$ cat src/rtl/slow_edge_pkg.sv
// Shared types and defaults for the slow-edge round-robin arbiter.
//
// Contents:
//   sea_state_e        lock-tracking FSM states
//   SEA_NUM_REQ_DEF    default number of requesters
//   SEA_TIMEOUT_DEF    default stall timeout in clk_fast cycles
//   sea_is_tracking()  true while a slow period is being followed
package slow_edge_pkg;

  typedef enum logic [1:0] {
    UNLOCKED = 2'd0,
    LOCKING  = 2'd1,
    LOCKED   = 2'd2,
    STALLED  = 2'd3
  } sea_state_e;

  localparam int SEA_NUM_REQ_DEF = 4;
  localparam int SEA_TIMEOUT_DEF = 256;

  // The stall watchdog only applies once at least one edge has been seen
  // since the last loss of lock.
  function automatic logic sea_is_tracking(input sea_state_e s);
    return (s == LOCKING) || (s == LOCKED);
  endfunction

endpackage

$ cat src/rtl/slow_edge_sync.sv
// Synchroniser and rising-edge detector for a slow clock sampled as data.
//
// Ports:
//   clk_i       in   fast sampling clock, posedge
//   rst_i       in   synchronous reset, active-high
//   async_i     in   slow clock, asynchronous to clk_i
//   edge_raw_o  out  combinational rising-edge indication (sync2 & ~prev)
//   edge_stb_o  out  registered 1-cycle strobe, one cycle after edge_raw_o
//
// The raw indication is exported so the parent can register its own
// edge-qualified state in the same clock as edge_stb_o rises.
module slow_edge_sync
  import slow_edge_pkg::*;
(
  input  logic clk_i,
  input  logic rst_i,
  input  logic async_i,
  output logic edge_raw_o,
  output logic edge_stb_o
);

  logic sync1_q;
  logic sync2_q;
  logic prev_q;
  logic stb_q;

  // High for exactly one cycle per rising edge, provided the slow clock
  // stays high for at least two sampling cycles.
  assign edge_raw_o = sync2_q & ~prev_q;

  always_ff @(posedge clk_i) begin
    if (rst_i) begin
      sync1_q <= 1'b0;
      sync2_q <= 1'b0;
      prev_q  <= 1'b0;
      stb_q   <= 1'b0;
    end else begin
      sync1_q <= async_i;
      sync2_q <= sync1_q;
      prev_q  <= sync2_q;
      stb_q   <= edge_raw_o;
    end
  end

  assign edge_stb_o = stb_q;

endmodule

$ cat src/rtl/slow_edge_arbiter.sv
// Round-robin grant scheduler paced by rising edges of a slow clock that is
// sampled in the clk_fast domain. At most one one-hot grant is issued per
// slow edge, the slow period is measured in clk_fast cycles, and a stopped
// slow clock drops lock and suppresses grants until two fresh edges re-lock.
//
// Ports:
//   clk_fast     in   single clock, all flops on posedge
//   rst          in   synchronous reset, active-high
//   clk_slow     in   slow clock, treated as asynchronous data
//   req_i        in   [NUM_REQ] level requests
//   gnt_o        out  [NUM_REQ] one-hot grant pulse, coincident with slow_edge_o
//   slow_edge_o  out  1-cycle strobe per detected slow rising edge
//   locked_o     out  period measured and stable, grants enabled
//   stalled_o    out  no slow edge seen for TIMEOUT_CYCLES
//   period_o     out  [CNT_W] clk_fast cycles between the last two edges
//   state_o      out  current FSM state (debug visibility)
//
// Request/grant contract: a requester raises req_i and holds it until it
// sees its bit of gnt_o; it drops req_i on the following cycle. There is
// no back-pressure. Requests are sampled only in the cycle the slow edge is
// detected, so a request withdrawn before that cycle is never granted.
module slow_edge_arbiter
  import slow_edge_pkg::*;
#(
  parameter  int NUM_REQ        = SEA_NUM_REQ_DEF,
  parameter  int TIMEOUT_CYCLES = SEA_TIMEOUT_DEF,
  localparam int CNT_W          = $clog2(TIMEOUT_CYCLES + 1)
) (
  input  logic               clk_fast,
  input  logic               rst,
  input  logic               clk_slow,
  input  logic [NUM_REQ-1:0] req_i,
  output logic [NUM_REQ-1:0] gnt_o,
  output logic               slow_edge_o,
  output logic               locked_o,
  output logic               stalled_o,
  output logic [CNT_W-1:0]   period_o,
  output sea_state_e         state_o
);

  localparam int PTR_W = (NUM_REQ > 1) ? $clog2(NUM_REQ) : 1;

  localparam logic [CNT_W-1:0] CNT_SAT  = CNT_W'(TIMEOUT_CYCLES);
  localparam logic [CNT_W-1:0] CNT_LAST = CNT_W'(TIMEOUT_CYCLES - 1);
  localparam logic [PTR_W-1:0] PTR_MAX  = PTR_W'(NUM_REQ - 1);

  // ---------------------------------------------------------------------
  // Edge detection
  // ---------------------------------------------------------------------
  logic edge_raw;
  logic edge_stb;

  slow_edge_sync u_sync (
    .clk_i      (clk_fast),
    .rst_i      (rst),
    .async_i    (clk_slow),
    .edge_raw_o (edge_raw),
    .edge_stb_o (edge_stb)
  );

  // ---------------------------------------------------------------------
  // State
  // ---------------------------------------------------------------------
  sea_state_e         state_q, state_d;
  logic [CNT_W-1:0]   cnt_q, cnt_d;
  logic [CNT_W-1:0]   period_q, period_d;
  logic [PTR_W-1:0]   ptr_q, ptr_d;
  logic [NUM_REQ-1:0] gnt_q, gnt_d;

  // Number of cycles since the previous edge, counting this edge cycle.
  // Only consumed while tracking, where cnt_q never exceeds CNT_LAST, so
  // the increment cannot overflow.
  logic [CNT_W-1:0] cnt_inc;
  assign cnt_inc = cnt_q + CNT_W'(1);

  logic timeout_hit;
  assign timeout_hit = sea_is_tracking(state_q) && (cnt_q == CNT_LAST);

  // ---------------------------------------------------------------------
  // Round-robin winner search: first set request at or after ptr_q
  // ---------------------------------------------------------------------
  logic [PTR_W-1:0]   win_idx;
  logic               win_found;
  logic [NUM_REQ-1:0] win_onehot;
  logic [PTR_W-1:0]   ptr_after_win;

  always_comb begin
    win_found = 1'b0;
    win_idx   = '0;
    for (int i = 0; i < NUM_REQ; i++) begin
      if (!win_found && req_i[(int'(ptr_q) + i) % NUM_REQ]) begin
        win_found = 1'b1;
        win_idx   = PTR_W'((int'(ptr_q) + i) % NUM_REQ);
      end
    end
  end

  assign win_onehot    = NUM_REQ'(1) << win_idx;
  assign ptr_after_win = (win_idx == PTR_MAX) ? '0 : (win_idx + PTR_W'(1));

  // ---------------------------------------------------------------------
  // Next-state logic
  // ---------------------------------------------------------------------
  always_comb begin
    state_d  = state_q;
    cnt_d    = cnt_q;
    period_d = period_q;
    ptr_d    = ptr_q;
    gnt_d    = '0;

    // Free-running period counter, restarted by every edge.
    if (edge_raw) begin
      cnt_d = '0;
    end else if (cnt_q != CNT_SAT) begin
      cnt_d = cnt_inc;
    end

    // Edge takes priority over timeout in every state, so an edge landing
    // on the last allowed cycle still counts as a valid period.
    unique case (state_q)
      UNLOCKED: begin
        if (edge_raw) state_d = LOCKING;
      end
      LOCKING: begin
        if (edge_raw) begin
          state_d  = LOCKED;
          period_d = cnt_inc;
        end else if (timeout_hit) begin
          state_d = STALLED;
        end
      end
      LOCKED: begin
        if (edge_raw) begin
          period_d = cnt_inc;
          if (win_found) begin
            gnt_d = win_onehot;
            ptr_d = ptr_after_win;
          end
        end else if (timeout_hit) begin
          state_d = STALLED;
        end
      end
      STALLED: begin
        if (edge_raw) state_d = LOCKING;
      end
      default: begin
        state_d = UNLOCKED;
      end
    endcase
  end

  always_ff @(posedge clk_fast) begin
    if (rst) begin
      state_q  <= UNLOCKED;
      cnt_q    <= '0;
      period_q <= '0;
      ptr_q    <= '0;
      gnt_q    <= '0;
    end else begin
      state_q  <= state_d;
      cnt_q    <= cnt_d;
      period_q <= period_d;
      ptr_q    <= ptr_d;
      gnt_q    <= gnt_d;
    end
  end

  // ---------------------------------------------------------------------
  // Outputs
  // ---------------------------------------------------------------------
  assign gnt_o       = gnt_q;
  assign slow_edge_o = edge_stb;
  assign locked_o    = (state_q == LOCKED);
  assign stalled_o   = (state_q == STALLED);
  assign period_o    = period_q;
  assign state_o     = state_q;

  // ---------------------------------------------------------------------
  // Embedded properties
  // ---------------------------------------------------------------------
  a_gnt_onehot : assert property (@(posedge clk_fast) disable iff (rst)
    $onehot0(gnt_o));

  a_gnt_with_edge : assert property (@(posedge clk_fast) disable iff (rst)
    (|gnt_o) |-> slow_edge_o);

  a_locked_xor_stalled : assert property (@(posedge clk_fast) disable iff (rst)
    !(locked_o && stalled_o));

endmodule
$ cat config.mk
export PLATFORM = sky130hd
export DESIGN_NAME = slow_edge_arbiter
export DESIGN_NICKNAME = d
export VERILOG_FILES = /design/src/rtl/slow_edge_pkg.sv /design/src/rtl/slow_edge_sync.sv /design/src/rtl/slow_edge_arbiter.sv
export SDC_FILE = /design/constraint.sdc
export NUM_CORES = 1
export LEC_CHECK = 0
export ABC_AREA = 0
export BUFFER_PORTS_ARGS = -buffer_cell sky130_fd_sc_hd__buf_2
export CORE_UTILIZATION = 38
export DETAILED_ROUTE_END_ITERATION = 6
export HOLD_SLACK_MARGIN = 0.06
export PLACE_DENSITY = 0.56
export SKIP_CTS_REPAIR_TIMING = 1
export SLEW_MARGIN = 20
export SYNTH_ARGS = -nofsm -noshare
export SYNTH_HDL_FRONTEND = slang
export SYNTH_SLANG_ARGS = --single-unit
$ cat constraint.sdc
create_clock -name clk_fast -period 2.2 [get_ports clk_fast]
set_input_delay 0 -clock clk_fast [delete_from_list [all_inputs] [get_ports clk_fast]]
set_output_delay 0 -clock clk_fast [all_outputs]
set_load 0.005 [all_outputs]
==> flow_summary.ini, run 1 <==
[synthesis]
synth-main-ff-cell = dfxtp_1
yosys_warnings = 0
synth_top_cells_by_count = dfxtp_1 (30), nor2_1 (24), a211oi_1 (7), inv_1 (7), ha_1 (6)
ys_seq_area_frac = 0.467
synthTopCellsByArea = dfxtp_1 (47%), nor2_1 (7.0%), ha_1 (5.8%)
synth_edf_count = 0
synthesis.instances = 136
yosys_register_bits = 30
async_reset_ff_frac = 0
syn-num-nets = 149
avgSynthCellArea_um2 = 9.45
yosysMostFrequentCell = dfxtp_1
yosysTopAreaCell = dfxtp_1
ys_types = 38
synth_top_area_share = 0.467
syn-cell-area_um2 = 1280

[power]
total_power_mw = 1.07
net-switching-power_mw = 0.290
pwr-share-seq = 0.545
p_int_mw = 0.782
p_per_area_nw_per_um2 = 692
p_sw_frac = 0.270
combPwrFrac = 0.131
peakVddDrop_mv = 0.343
clockPowerShare = 0.324
power.leakage_nw = 0.651

[layout]
stdcell_count = 213
syn_to_final_growth_pct = 20.5
finalCoreUtilization = 0.495
n_fill_cell = 301
drive_gt1_frac = 0.231
seqCellArea_um2 = 601
nets = 181
multi_input_area_um2 = 642
stdcell_area_um2 = 1550
num_antenna_cells = 0

[timing]
skew_ns = 0.00629
finalSetupTns_ns = 0
grt_setup_unrepaired = no
slew_viol_final = 0
min_period_over_period = 0.792
fmax_mhz = 574
hold_violations = 0
period_minus_slack_ns = 1.74
setup_viol = 0
fin_ws_ns = 0.457
slew-limit-headroom = 0.760
whs_ns = 0.0921
worst_pin_slew_ns = 0.361

[route]
avgRoutedWirePerCell_um = 11.4
ant_nets = 0
vias = 1018
drt-initial-drc-count = 33
route.detailed.drc = 0
avgViaCountPerCell = 4.78
dr.pass1.iters = 4
wirelength_um = 2440

[die]
io_pins = 25
coreArea_um2 = 3130
die_w_um = 60.2
fp.dieH_um = 60.2
initial_core_util = 0.411
placementRows = 20
dieArea_um2 = 3620

[clock_tree]
cts.sinks = 30
clk_pin_slew_ns = 0.10
clk_latency_ns = 0.33
cts_max_level = 2
cts_tree = yes
cts.root.buffer_cell = clkbuf_4
cts_made_buffers = 5
clk_path_buf_depth = 2

[critical_path]
r2r_start = cnt_q[3]
required_ns = 2.42
r2r_setup_slack_ns = 0.46
critPathLaunch = cnt_q[3]
critPathCapture = state_o[0]
path_cells = and3_1 > and2_1 > and4_1 > ha_1 > o32a_1 > o22ai_1 > nor3_1
critPathSlowestCell = dfxtp_1
timing.rr.end = state_o[0]
critPathLaunchType = flop
critical_path_class = reg2reg
cp_max_fo = 4
arrival_ns = 1.96
r2r_cells = 7
max_stage_delay_ns = 0.35
cp-end-kind = flop

[job]
cap_violations = 0

[global_routing]
grt_pass1_vias = 885
grt_pass1_wl_um = 3970
grt_max_degree = 21
grt-ovfl-total = 0
grt_usage = 0.154
antenna_found_initial = 0

[placement]
numPortBuffers = 24
place_area_um2 = 1460
routabilityCongestion = 0.840
dp_worst_setup_slack_ns = 0.475
placedCellCount = 202
dp_hpwl_um = 1870

[hold_path]
hp-class = in2reg

[run_status]
outcome = completed
[layout by cell type (no fill, tap or decap), drive strengths merged, types with 4 or more instances in the layout]
cell type / n
nor3: 5
buf: 25
mux2i: 4
dfxtp: 30
nand2: 4
nand3: 4
inv: 8
nor2b: 5
a21oi: 4
a211oi: 8
ha: 6
xor2: 5
nor2: 25
clkbuf: 6
[metal layers]
layer	up-vias	GRT usage	share of wire
met1	463	0.176	0.46
met3	6	0.0649	0.047
met4	0	0.0897	0.024
li1	531	-	-
met2	18	0.239	0.47
met5	-	0	0
[worst max-delay path, delay by kind of cell (launching register included)]
family | cells | cell delay, ns
AO/OA/AOI/OAI | 2 | 0.47
adder cells (fa/ha/maj) | 1 | 0.19
flip-flops | 1 | 0.35
AND/OR/NAND/NOR | 4 | 0.61
[flip-flops by register name (all words and copies together) (netlist names)]
register           cells
u_sync.edge_stb_o      1
cnt_q                  9
ptr_q                  2
u_sync.sync2_q         1
u_sync.sync1_q         1
u_sync.prev_q          1
gnt_o                  4
state_o                2
period_o               9
[power groups by stage]
stage / clock [mW] / combinational, mW / sequential, mW
after floorplan: 0 / 0.0961 / 0.594
after global placement: 0 / 0.136 / 0.596
after detailed placement: 0 / 0.137 / 0.597
after CTS: 0.359 / 0.137 / 0.584
after global routing: 0.387 / 0.160 / 0.587
final: 0.347 / 0.141 / 0.584
[kinds of logic (layout without fill, tap and decap cells)]
logic type / after synthesis / after routing / synth area share
flops: 30 / 30 / 0.467
fa+ha+maj: 6 / 6 / 0.0584
buf+inv: 11 / 44 / 0.0331
compound gates: 22 / 22 / 0.143
xor+xnor: 8 / 8 / 0.0545
mux: 4 / 4 / 0.0312
simple gates: 55 / 55 / 0.212
[worst min-delay path by stage]
stage               startpoint  slack (ns)  cells after the start              to
floorplan             clk_slow        0.13                      1  u_sync.sync1_q
global placement      clk_slow        0.21                      2  u_sync.sync1_q
detailed placement    clk_slow        0.24                      2  u_sync.sync1_q
CTS                   clk_slow       -0.12                      2  u_sync.sync1_q
global route          req_i[1]        0.12                      4        gnt_o[3]
finish                req_i[1]        0.09                      4        gnt_o[3]
[layout make-up]
type | count | share of cell area
sequential | 30 | 0.388
clock buffer | 6 | 0.0331
tap | 44 | 0.0355
multi-input combinational | 95 | 0.414
inverter | 8 | 0.0194
clock inverter | 2 | 0.00808
timing repair buffer | 28 | 0.102
No activity file was read; power rests on OpenSTA's default activity.
==> run 2, diff against run 1 <==
clock period = 1.7 ns   (was 2.2 ns; I/O delays follow)
==> run 2 against run 1 <==
Clock skew is 0.0031 ns higher. Non-clock buffer count up 6. Routed wire length is 4.7% higher. Largest cell class unchanged. Largest power group unchanged.
==> flow_summary.ini, run 2 (same netlist as run 1, synthesis figures left out) <==
[timing]
min_period_over_period = 0.959
skew_ns = 0.00942
grt_setup_unrepaired = no
worst_pin_slew_ns = 0.369
period_minus_slack_ns = 1.63
finalSetupTns_ns = 0
slew_viol_final = 0
slew-limit-headroom = 0.754
fmax_mhz = 613
setup_viol = 0
hold_violations = 0

[critical_path]
cp-end-kind = flop
required_ns = 1.91
cp_max_fo = 3
critPathLaunchType = flop
arrival_ns = 1.84
critical_path_class = reg2reg

[run_status]
outcome = completed

[route]
avgViaCountPerCell = 4.90
avgRoutedWirePerCell_um = 11.7
wirelength_um = 2550
route.detailed.drc = 0
vias = 1073
ant_nets = 0
drt-initial-drc-count = 31
dr.pass1.iters = 4

[die]
fp.dieH_um = 60.2
coreArea_um2 = 3130
dieArea_um2 = 3620
io_pins = 25
initial_core_util = 0.411
placementRows = 20
die_w_um = 60.2

[clock_tree]
clk_path_buf_depth = 2
cts_made_buffers = 5
cts.root.buffer_cell = clkbuf_4
cts.sinks = 30
clk_latency_ns = 0.33
clk_pin_slew_ns = 0.09
cts_max_level = 2
cts_tree = yes

[placement]
routabilityCongestion = 0.812
dp_hpwl_um = 1970
numPortBuffers = 24
place_area_um2 = 1510

[layout]
num_antenna_cells = 0
syn_to_final_growth_pct = 25.3
layout_common_cells = dfxtp_1 (30), nor2_1 (24), buf_2 (24)
drive_gt1_frac = 0.274
mostFrequentLayoutCell = dfxtp_1
nets = 187
stdcell_area_um2 = 1610

[power]
p_sw_frac = 0.247
peakVddDrop_mv = 0.644
clockPowerShare = 0.366
net-switching-power_mw = 0.372
p_int_mw = 1.13
power.leakage_nw = 0.695
combPwrFrac = 0.141
pwr-share-seq = 0.492
p_per_area_nw_per_um2 = 934

[global_routing]
grt_max_degree = 21
grt_pass1_wl_um = 4240
grt-ovfl-total = 0
grt_pass1_vias = 1030
antenna_found_initial = 0
grt_usage = 0.164

[job]
cap_violations = 0

[hold_path]
hp-class = in2reg
[run 2: changes by cell type in the layout (fill, tap and decap cells not counted), sizes merged]
cell and change:
buf +7, bufinv +1, clkbuf -1, clkinv +1
clkinvlp -1, dlygate4sd3 -1
[run 2: per-stage QoR]
stage | cells | total power [mW] | util | setup WS [ns] | hold slack (ns)
4_1_cts | 217 | 1.53 | 0.507 | 0.00158 | -0.130
3_5_place_dp | 209 | 0.968 | 0.482 | 0.0105 | 0.228
3_3_place_gp | 209 | 0.965 | 0.482 | 0.0382 | 0.228
2_1_floorplan | 136 | 0.893 | - | 0.0697 | 0.128
6_report | 219 | 1.50 | 0.515 | 0.0697 | 0.0561
5_1_grt | 219 | 1.58 | 0.515 | 0.00325 | 0.0635
[run 2: cell type report]
type                    count  area [um2]
fillers                   305        1520
clock buffers               5        37.5
multi-input cells          95         647
clock inverters             3        40.0
well taps                  44        55.1
flip-flops and latches     30         601
inverters                   8        30.0
repair buffers             34         200
[run 2: path summary, 6_finish.rpt]
check	start	cells after the start	end	slack, ns
worst min register to register	u_sync.sync1_q	1	u_sync.sync2_q	0.45
worst min-delay path	rst	2	u_sync.edge_stb_o	0.06
worst max register to register	cnt_q[4]	7	state_o[0]	0.07
worst max-delay path	cnt_q[4]	7	state_o[0]	0.07
[run 2: power by group through the flow]
stage / clock network, mW / logic [mW] / registers, mW
final: 0.551 / 0.213 / 0.741
after global routing: 0.599 / 0.239 / 0.744
after CTS: 0.575 / 0.211 / 0.741
after detailed placement: 0 / 0.210 / 0.758
after global placement: 0 / 0.208 / 0.757
after floorplan: 0 / 0.124 / 0.769
[run 2: critical path, stage by stage (launching register included)]
cell	delay, ns
dfxtp_1	0.32
and3_1	0.19
and2_4	0.16
and4_1	0.19
ha_2	0.17
o32a_1	0.32
o22ai_1	0.11
nor3_1	0.05
[run 2: metal layers]
metal  routed length, um  up-vias  global-route usage
li1                    -      549                   -
met1                1100      498               0.169
met2                1270       21               0.289
met3                 138        5              0.0649
met4                  47        0              0.0698
met5                   0        -                   0
